File: src/rtl/dm_arb_pkg_8085.sv
// Shared types for the 8085 data-memory arbiter: arbitration state and owner encoding.
package dm_arb_pkg_8085;

  typedef enum logic [1:0] {
    ST_IDLE     = 2'd0,
    ST_LOCK_CPU = 2'd1,
    ST_LOCK_DBG = 2'd2
  } arb_state_e;

  typedef enum logic {
    OWN_CPU = 1'b0,
    OWN_DBG = 1'b1
  } owner_e;

endpackage

File: src/rtl/dm_arb_pick_8085.sv
// Combinational grant picker: single requester always wins; on contention an
// unexpired lock wins, otherwise the requester that did not own last time.
module dm_arb_pick_8085
  import dm_arb_pkg_8085::*;
#(
  parameter int MAX_HOLD = 4,
  parameter int HW       = 3
) (
  input  logic          cpu_req_i,
  input  logic          dbg_req_i,
  input  arb_state_e    state_i,
  input  logic [HW-1:0] hold_cnt_i,
  input  owner_e        last_owner_i,
  output logic          cpu_pick_o,
  output logic          dbg_pick_o
);

  localparam logic [HW-1:0] MAX_HOLD_C = HW'(MAX_HOLD);

  logic hold_ok;
  assign hold_ok = (hold_cnt_i < MAX_HOLD_C);

  always_comb begin
    cpu_pick_o = 1'b0;
    dbg_pick_o = 1'b0;
    if (cpu_req_i && dbg_req_i) begin
      if (state_i == ST_LOCK_CPU && hold_ok) begin
        cpu_pick_o = 1'b1;
      end else if (state_i == ST_LOCK_DBG && hold_ok) begin
        dbg_pick_o = 1'b1;
      end else if (last_owner_i == OWN_DBG) begin
        cpu_pick_o = 1'b1;
      end else begin
        dbg_pick_o = 1'b1;
      end
    end else if (cpu_req_i) begin
      cpu_pick_o = 1'b1;
    end else if (dbg_req_i) begin
      dbg_pick_o = 1'b1;
    end
  end

endmodule

File: src/rtl/dm_arbiter_8085.sv
// Two-port arbiter in front of the 8085 single-port data memory: zero-latency
// grant, registered per-requester read-valid, read data passed straight through.
module dm_arbiter_8085
  import dm_arb_pkg_8085::*;
#(
  parameter int AW       = 8,
  parameter int DW       = 8,
  parameter int MAX_HOLD = 4
) (
  input  logic          clk,
  input  logic          reset,
  input  logic          cpu_req,
  input  logic          cpu_we,
  input  logic          cpu_lock,
  input  logic [AW-1:0] cpu_addr,
  input  logic [DW-1:0] cpu_wdata,
  input  logic          dbg_req,
  input  logic          dbg_we,
  input  logic          dbg_lock,
  input  logic [AW-1:0] dbg_addr,
  input  logic [DW-1:0] dbg_wdata,
  output logic          cpu_gnt,
  output logic          dbg_gnt,
  output logic          cpu_rvalid,
  output logic          dbg_rvalid,
  output logic [DW-1:0] rdata,
  output logic          mem_en,
  output logic          mem_we,
  output logic [AW-1:0] mem_addr,
  output logic [DW-1:0] mem_wdata,
  input  logic [DW-1:0] mem_rdata,
  output logic [1:0]    arb_state
);

  localparam int HW = $clog2(MAX_HOLD + 1);
  localparam logic [HW-1:0] MAX_HOLD_C = HW'(MAX_HOLD);

  // Handshake: X_req is held until X_gnt; an access is issued in the cycle
  // X_req & X_gnt are both high, and a read answers with X_rvalid one edge later.
  arb_state_e    state_q, state_d;
  owner_e        last_owner_q, last_owner_d;
  logic [HW-1:0] hold_cnt_q, hold_cnt_d;
  logic          cpu_rvalid_q, dbg_rvalid_q;
  logic          cpu_pick, dbg_pick;
  logic          contend;
  owner_e        gnt_owner;

  dm_arb_pick_8085 #(.MAX_HOLD(MAX_HOLD), .HW(HW)) u_pick (
    .cpu_req_i    (cpu_req),
    .dbg_req_i    (dbg_req),
    .state_i      (state_q),
    .hold_cnt_i   (hold_cnt_q),
    .last_owner_i (last_owner_q),
    .cpu_pick_o   (cpu_pick),
    .dbg_pick_o   (dbg_pick)
  );

  // No access may reach the memory while reset is asserted.
  assign cpu_gnt   = cpu_pick & ~reset;
  assign dbg_gnt   = dbg_pick & ~reset;
  assign mem_en    = cpu_gnt | dbg_gnt;
  assign mem_we    = (cpu_gnt & cpu_we) | (dbg_gnt & dbg_we);
  assign mem_addr  = dbg_gnt ? dbg_addr : cpu_addr;
  assign mem_wdata = dbg_gnt ? dbg_wdata : cpu_wdata;
  assign rdata     = mem_rdata;
  assign cpu_rvalid = cpu_rvalid_q;
  assign dbg_rvalid = dbg_rvalid_q;
  assign arb_state  = state_q;
  assign contend    = cpu_req & dbg_req;
  assign gnt_owner  = dbg_gnt ? OWN_DBG : OWN_CPU;

  // hold_cnt counts consecutive contended grants to the current owner, the
  // first one included, so a lock yields after MAX_HOLD grants under contention.
  always_comb begin
    state_d      = state_q;
    last_owner_d = last_owner_q;
    hold_cnt_d   = hold_cnt_q;
    if ((state_q == ST_LOCK_CPU && !cpu_req) || (state_q == ST_LOCK_DBG && !dbg_req)) begin
      state_d = ST_IDLE;
    end
    if (cpu_gnt || dbg_gnt) begin
      last_owner_d = gnt_owner;
      if (cpu_gnt) begin
        state_d = cpu_lock ? ST_LOCK_CPU : ST_IDLE;
      end else begin
        state_d = dbg_lock ? ST_LOCK_DBG : ST_IDLE;
      end
      if (!contend) begin
        hold_cnt_d = '0;
      end else if (gnt_owner != last_owner_q) begin
        hold_cnt_d = HW'(1);
      end else if (hold_cnt_q < MAX_HOLD_C) begin
        hold_cnt_d = hold_cnt_q + HW'(1);
      end
    end else begin
      hold_cnt_d = '0;
    end
  end

  always_ff @(posedge clk or posedge reset) begin
    if (reset) begin
      state_q      <= ST_IDLE;
      last_owner_q <= OWN_DBG;
      hold_cnt_q   <= '0;
      cpu_rvalid_q <= 1'b0;
      dbg_rvalid_q <= 1'b0;
    end else begin
      state_q      <= state_d;
      last_owner_q <= last_owner_d;
      hold_cnt_q   <= hold_cnt_d;
      cpu_rvalid_q <= cpu_gnt & ~cpu_we;
      dbg_rvalid_q <= dbg_gnt & ~dbg_we;
    end
  end

endmodule

File: config.mk
export PLATFORM = sky130hd
export DESIGN_NAME = dm_arbiter_8085
export DESIGN_NICKNAME = d
export VERILOG_FILES = /design/src/rtl/dm_arb_pkg_8085.sv /design/src/rtl/dm_arb_pick_8085.sv /design/src/rtl/dm_arbiter_8085.sv
export SDC_FILE = /design/constraint.sdc
export NUM_CORES = 1
export LEC_CHECK = 0
export CAP_MARGIN = 5
export CORE_ASPECT_RATIO = 0.75
export CORE_MARGIN = 2
export CORE_UTILIZATION = 29
export DETAILED_ROUTE_END_ITERATION = 8
export GPL_ROUTABILITY_DRIVEN = 0
export PLACE_DENSITY = 0.89
export SYNTH_ARGS = -nofsm -noshare
export SYNTH_HDL_FRONTEND = slang
export SYNTH_HIERARCHICAL = 1
export SYNTH_SLANG_ARGS = --single-unit
File: constraint.sdc
create_clock -name clk -period 3.5 [get_ports clk]
set_input_delay 0.7 -clock clk [delete_from_list [all_inputs] [get_ports clk]]
set_output_delay 0.7 -clock clk [all_outputs]
set_load 0.02 [all_outputs]
# [After elaboration in Yosys (flattened, before gate mapping)]
# Index checks and enable logic that the tools add are counted.
[totals] out_inout_bits=32 ramBits=0 latchBits=0 regBits=8 input_bits=48 rom_bits=0 mem_count=0
[classes] n_eq_ne=4 bitwise=12 div_mod_pow=0 shifts=0 addsub=1 mux=23 reduce_logical=10 mul=0 magnitude_cmp=1
[op_table] cell="8-bit 2-to-1 mux" count=2
[op_table] cell="1-bit 2-to-1 mux" count=13
[op_table] cell="3-bit 2-to-1 mux" count=4
[op_table] cell="2-bit 2-to-1 mux" count=4
[op_table] cell="1-bit bitwise AND" count=7
[op_table] cell="1-bit logical AND" count=5
[op_table] cell="4-bit by 2-bit inequality test with 1-bit output, second input constant" count=1
[op_table] cell="3-bit by 1-bit adder with 3-bit output, second input constant" count=1
[op_table] cell="3-bit < comparator, second input constant" count=1
[op_table] cell="1-bit NOT" count=3
[op_table] cell="2-bit by 1-bit == test with 1-bit output, second input constant" count=1
[op_table] cell="2-bit == test, second input constant" count=1
[op_table] cell="1-bit zero test" count=2
[op_table] cell="1-bit logical OR" count=2
[op_table] cell="1-bit bitwise OR" count=2
[op_table] cell="2-bit nonzero test" count=1
[op_table] cell="1-bit inequality test" count=1

# [Depth between registers and ports, before layout]
# Gate-level depths: netlist of run 1.
[logic_depth] word_depth=11 mapped_depth=7

# [Modules after synthesis]
# Netlist of run 1, hierarchy kept.
[modules_own_cells] mod="dm_arbiter_8085" cells_per_inst=62 area_per_inst_um2=655.6 instances=1 seq_area_each_um2=201.4
[modules_own_cells] mod="dm_arb_pick_8085" cells_per_inst=6 area_per_inst_um2=36.3 instances=1 seq_area_each_um2=0.0

# [Worst setup path before layout of run 1]
# Ideal clock, no wire load.
[synth_path] kind="reg-to-output" start="register state_q[0] (netlist: arb_state[0])" end="output mem_wdata[0]" t_required_ns=2.800 path_buffers=1 stages_incl_launch_ff=7 arrival_time_ns=1.818 path_slack_ns=0.982 path_cell_list="dfrtp_1 -> nor2b_1 -> a2bb2oi_1 -> a21oi_1 -> nor2b_4 -> buf_8 -> mux2_2"
[synth_between] elab_chain_cells=7 word_cells_on_any_way=9 classes_between="eq/ne: 2; mux: 4; bitwise: 1; reduce/logical: 2"
[synth_lines] element="start: declaration" line="dm_arbiter_8085.sv:40" text="arb_state_e state_q, state_d;"
[synth_lines] element="start signal: assignment" line="dm_arbiter_8085.sv:108" text="state_q <= state_d;"
[synth_lines] element="2-bit == test" line="dm_arb_pick_8085.sv:29" text="end else if (state_i == ST_LOCK_DBG && hold_ok) begin"
[synth_lines] element="1-bit logical AND" line="dm_arb_pick_8085.sv:29"
[synth_lines] element="1-bit 2-to-1 mux" line="dm_arb_pick_8085.sv:29"
[synth_lines] element="1-bit 2-to-1 mux (*)" line="dm_arb_pick_8085.sv:27" text="if (state_i == ST_LOCK_CPU && hold_ok) begin"
[synth_lines] element="1-bit 2-to-1 mux (*)" line="dm_arb_pick_8085.sv:26" text="if (cpu_req_i && dbg_req_i) begin"
[synth_lines] element="net dbg_pick" line="dm_arbiter_8085.sv:44" text="logic cpu_pick, dbg_pick;"
[synth_lines] element="1-bit bitwise AND (*)" line="dm_arbiter_8085.sv:60" text="assign dbg_gnt = dbg_pick & ~reset;"
[synth_lines] element="net dbg_gnt" line="dm_arbiter_8085.sv:23" text="output logic dbg_gnt,"
[synth_lines] element="8-bit 2-to-1 mux (*)" line="dm_arbiter_8085.sv:64" text="assign mem_wdata = dbg_gnt ? dbg_wdata : cpu_wdata;"
[synth_lines] element="end: declaration" line="dm_arbiter_8085.sv:30" text="output logic [DW-1:0] mem_wdata,"
# Mark *: on every way through the listed nets, which the timed path passes. The rest lies on a longest branch.

# [Worst setup path in the final report of run 1]
[layout_path] start="input dbg_req" end="output mem_wdata[7]"
[layout_between] elab_chain_cells=5 word_cells_on_any_way=6 classes_between="mux: 4; bitwise: 1; reduce/logical: 1"
[layout_lines] element="start: declaration" line="dm_arbiter_8085.sv:17" text="input logic dbg_req,"
[layout_lines] element="1-bit 2-to-1 mux" line="dm_arb_pick_8085.sv:38" text="end else if (dbg_req_i) begin"
[layout_lines] element="1-bit 2-to-1 mux" line="dm_arb_pick_8085.sv:36" text="end else if (cpu_req_i) begin"
[layout_lines] element="1-bit 2-to-1 mux (*)" line="dm_arb_pick_8085.sv:26"
[layout_lines] element="net dbg_pick" line="dm_arbiter_8085.sv:44"
[layout_lines] element="1-bit bitwise AND (*)" line="dm_arbiter_8085.sv:60"
[layout_lines] element="8-bit 2-to-1 mux (*)" line="dm_arbiter_8085.sv:64"
# Marked as above.

==> results of run 1 <==
==> final timing paths <==
path | from | slack (ns) | to | depth (start not counted)
hold reg to reg | last_owner_q$_DFFE_PP1P_ | 0.55 | last_owner_q$_DFFE_PP1P_ | 1
setup / recovery | dbg_req | 0.09 | mem_wdata[7] | 7
setup reg to reg | last_owner_q$_DFFE_PP1P_ | 1.77 | arb_state[0]$_DFFE_PP0P_ | 7
min in group asynchronous | reset | 0.88 | hold_cnt_q[0]$_DFFE_PP0P_ | 3
hold / removal | last_owner_q$_DFFE_PP1P_ | 0.55 | last_owner_q$_DFFE_PP1P_ | 1
max in group asynchronous | reset | 2.40 | last_owner_q$_DFFE_PP1P_ | 3
==> state kept, by name, indices dropped and copies added (netlist names) <==
signal	flops
cpu_rvalid	1
dbg_rvalid	1
last_owner_q	1
arb_state	2
hold_cnt_q	3
==> layout make-up <==
type	instances	area [sq um]
multi-input combinational	47	389
tap	34	42.5
timing repair buffer	67	673
clock buffer	4	26.3
sequential	8	201
inverter	3	11.3
fill	198	927
==> synth_stat cells <==
| library cell | n | area share (%) |
|---|---|---|
| nand3b_1 | 1 | 1.1 |
| mux2_2 | 15 | 24 |
| a211oi_1 | 2 | 2.2 |
| dfrtp_1 | 7 | 25 |
| nor2_1 | 5 | 2.7 |
| nand3_1 | 1 | 0.72 |
| ha_1 | 1 | 1.8 |
| a21o_1 | 1 | 1.1 |
| inv_1 | 3 | 1.6 |
| o221ai_1 | 1 | 1.3 |
| dfstp_2 | 1 | 3.8 |
| nor2b_4 | 1 | 2.0 |
| mux2_4 | 1 | 2.2 |
| mux2i_1 | 1 | 1.4 |
| xnor2_1 | 1 | 1.3 |
| a22o_1 | 1 | 1.3 |
| o21a_1 | 1 | 1.1 |
| a2bb2oi_1 | 1 | 1.3 |
| o21ai_0 | 3 | 2.2 |
| buf_4 | 8 | 8.7 |
| a211oi_2 | 1 | 1.8 |
| a21oi_1 | 1 | 0.72 |
| nor2b_1 | 2 | 1.8 |
| xor2_1 | 1 | 1.3 |
| buf_8 | 2 | 4.3 |
| nand2_1 | 5 | 2.7 |
==> placed cells by master, fill, tap and decap left out <==
cell type	instances
nand3_1	1
clkdlybuf4s50_1	63
nor2b_1	2
buf_4	3
o21ai_0	3
a211oi_1	2
nand2_1	5
ha_1	1
buf_12	1
clkbuf_4	3
inv_1	3
nor2_1	5
nor2b_4	1
a211oi_2	1
mux2_4	1
mux2i_1	1
xor2_1	1
nand3b_1	1
clkbuf_1	1
o21a_1	1
a21o_1	1
dfrtp_1	7
a21oi_1	1
a22o_1	1
o221ai_1	1
a2bb2oi_1	1
xnor2_1	1
mux2_2	15
dfstp_2	1
==> critical path, stage by stage <==
cell,delay (ns)
clkdlybuf4s50_1,0.50
inv_1,0.07
a21oi_1,0.15
nor2b_4,0.20
buf_12,0.17
mux2_2,0.36
clkdlybuf4s50_1,0.55
==> logic make-up (layout without fill, tap and decap cells) <==
family	count (synthesis)	in the layout	share of synthesized area (%)
flops	8	8	29.1
compound gates	12	12	12.8
buf+inv	13	74	14.6
fa+ha+maj	1	1	1.81
mux	17	17	28.0
xor+xnor	2	2	2.53
simple gates	15	15	11.0
==> routing by layer <==
| layer | vias to the layer above | part of all wire (%) | global-route usage [%] |
|---|---|---|---|
| li1 | 354 | - | - |
| met1 | 352 | 39 | 22.8 |
| met2 | 39 | 51 | 30.4 |
| met3 | 9 | 7.0 | 6.18 |
| met4 | 0 | 3.0 | 10.2 |
| met5 | - | 0 | 0 |
==> through the flow <==
step | area [sq um] | total power [uW] | setup WS, ns | util (%)
floorplan | 692 | 213 | 0.982 | -
global placement | 1320 | 298 | 0.138 | 58.0
detailed placement | 1320 | 304 | 0.109 | 58.0
CTS | 1340 | 385 | 0.105 | 59.2
global route | 1340 | 404 | 0.0197 | 59.2
finish | 1340 | 383 | 0.0940 | 59.2
==> power by group <==
group	total (uW)	switching (uW)	internal, uW
Clock	80.6	36.6	43.9
Combinational	195	80.4	115
Sequential	108	7.01	101
==> results.json, run 1 <==
{
  "die_h_um": 46.3,
  "insertion_delay_ns": 0.27,
  "rows": 15,
  "grt_overflow": 0,
  "clk_pin_slew_ns": 0.06,
  "fin_crit_sh_pct": 97.3,
  "firstDrtPassIters": 4,
  "max_freq_mhz": 294,
  "antenna_found_initial": 0,
  "peakVddDrop_mv": 0.207,
  "drt-initial-drc-count": 22,
  "grt_pass1_vias": 770,
  "area_delta_synth_final_pct": 94.2,
  "min_period_ns": 3.41,
  "maxSlewViolCount": 0,
  "drive_gt1_share_pct": 20.2,
  "max_slew_margin_pct": 83.3,
  "grt_pass1_wl_um": 3620,
  "hpwl_um": 2090,
  "grtUsageTotal_pct": 19.0,
  "postCtsSetupRepairBufs": 0,
  "syn-num-nets": 117,
  "tightest_slew_ns": 0.249,
  "vias": 754,
  "hold_violations": 0,
  "htreeDepth": 1,
  "yosysUniqueCellTypes": 26,
  "required_ns": 2.80,
  "final_cell_count_no_fill": 163,
  "crit_fanout": 18,
  "viasPerCell": 4.63,
  "synth_seq_cells": 8,
  "syn_area_sq_um": 692,
  "power.density_nw_per_um2": 285,
  "worstSetupPathType": "in -> out",
  "hold-worst-slack_ns": 0.554,
  "ant_nets": 0,
  "cts-root-buf": "clkbuf_4",
  "antenna_cells": 0,
  "outcome": "finished clean",
  "drt-total-wl_um": 2470,
  "grt_start_max_net_pins": 19,
  "drc": 0,
  "initial_core_util_pct": 30.5,
  "cts_tree": "yes",
  "end_kind": "primary output",
  "fin_nets": 179,
  "ys_seq_area_share_pct": 29.1,
  "max-cap-violations": 0,
  "hold_class": "reg -> reg",
  "port_buffers": 63,
  "io_pins": 80,
  "cts.path.max_buffers": 2,
  "wl_per_cell_um": 15.1,
  "cts_hold_buf": 0,
  "grt_setup_unrepaired": "false",
  "syn_avg_cell_area_sq_um": 10.2,
  "die_w_um": 60.4,
  "netlist_instances": 68,
  "dp.cells": 159,
  "setup_violations": 0,
  "core_area_sq_um": 2270,
  "fin_setup_tns_ns": 0,
  "cp_data_arrival_time_ns": 2.71,
  "cts_buffers": 3,
  "p_leak_uw": 0.000550,
  "clock_skew_ns": 0.00183,
  "ys_warn_count": 6,
  "clkSinkCount": 8,
  "dieArea_sq_um": 2800,
  "cts_resized": 0,
  "critPathLaunchType": "input port"
}
No activity file was read; power rests on OpenSTA's default activity.
==> run 2, diff against run 1 <==
Settings changed: ABC_CLOCK_PERIOD_IN_PS set to 3500, SLEW_MARGIN set to 20.
==> results of run 2 <==
The final DEF is identical to that of run 1; final timing and power are the same.
==> run 3, diff against run 2 <==
Settings changed: SKIP_LAST_GASP set to 1.
==> results of run 3 <==
The final DEF is identical to that of run 1; final timing and power are the same.
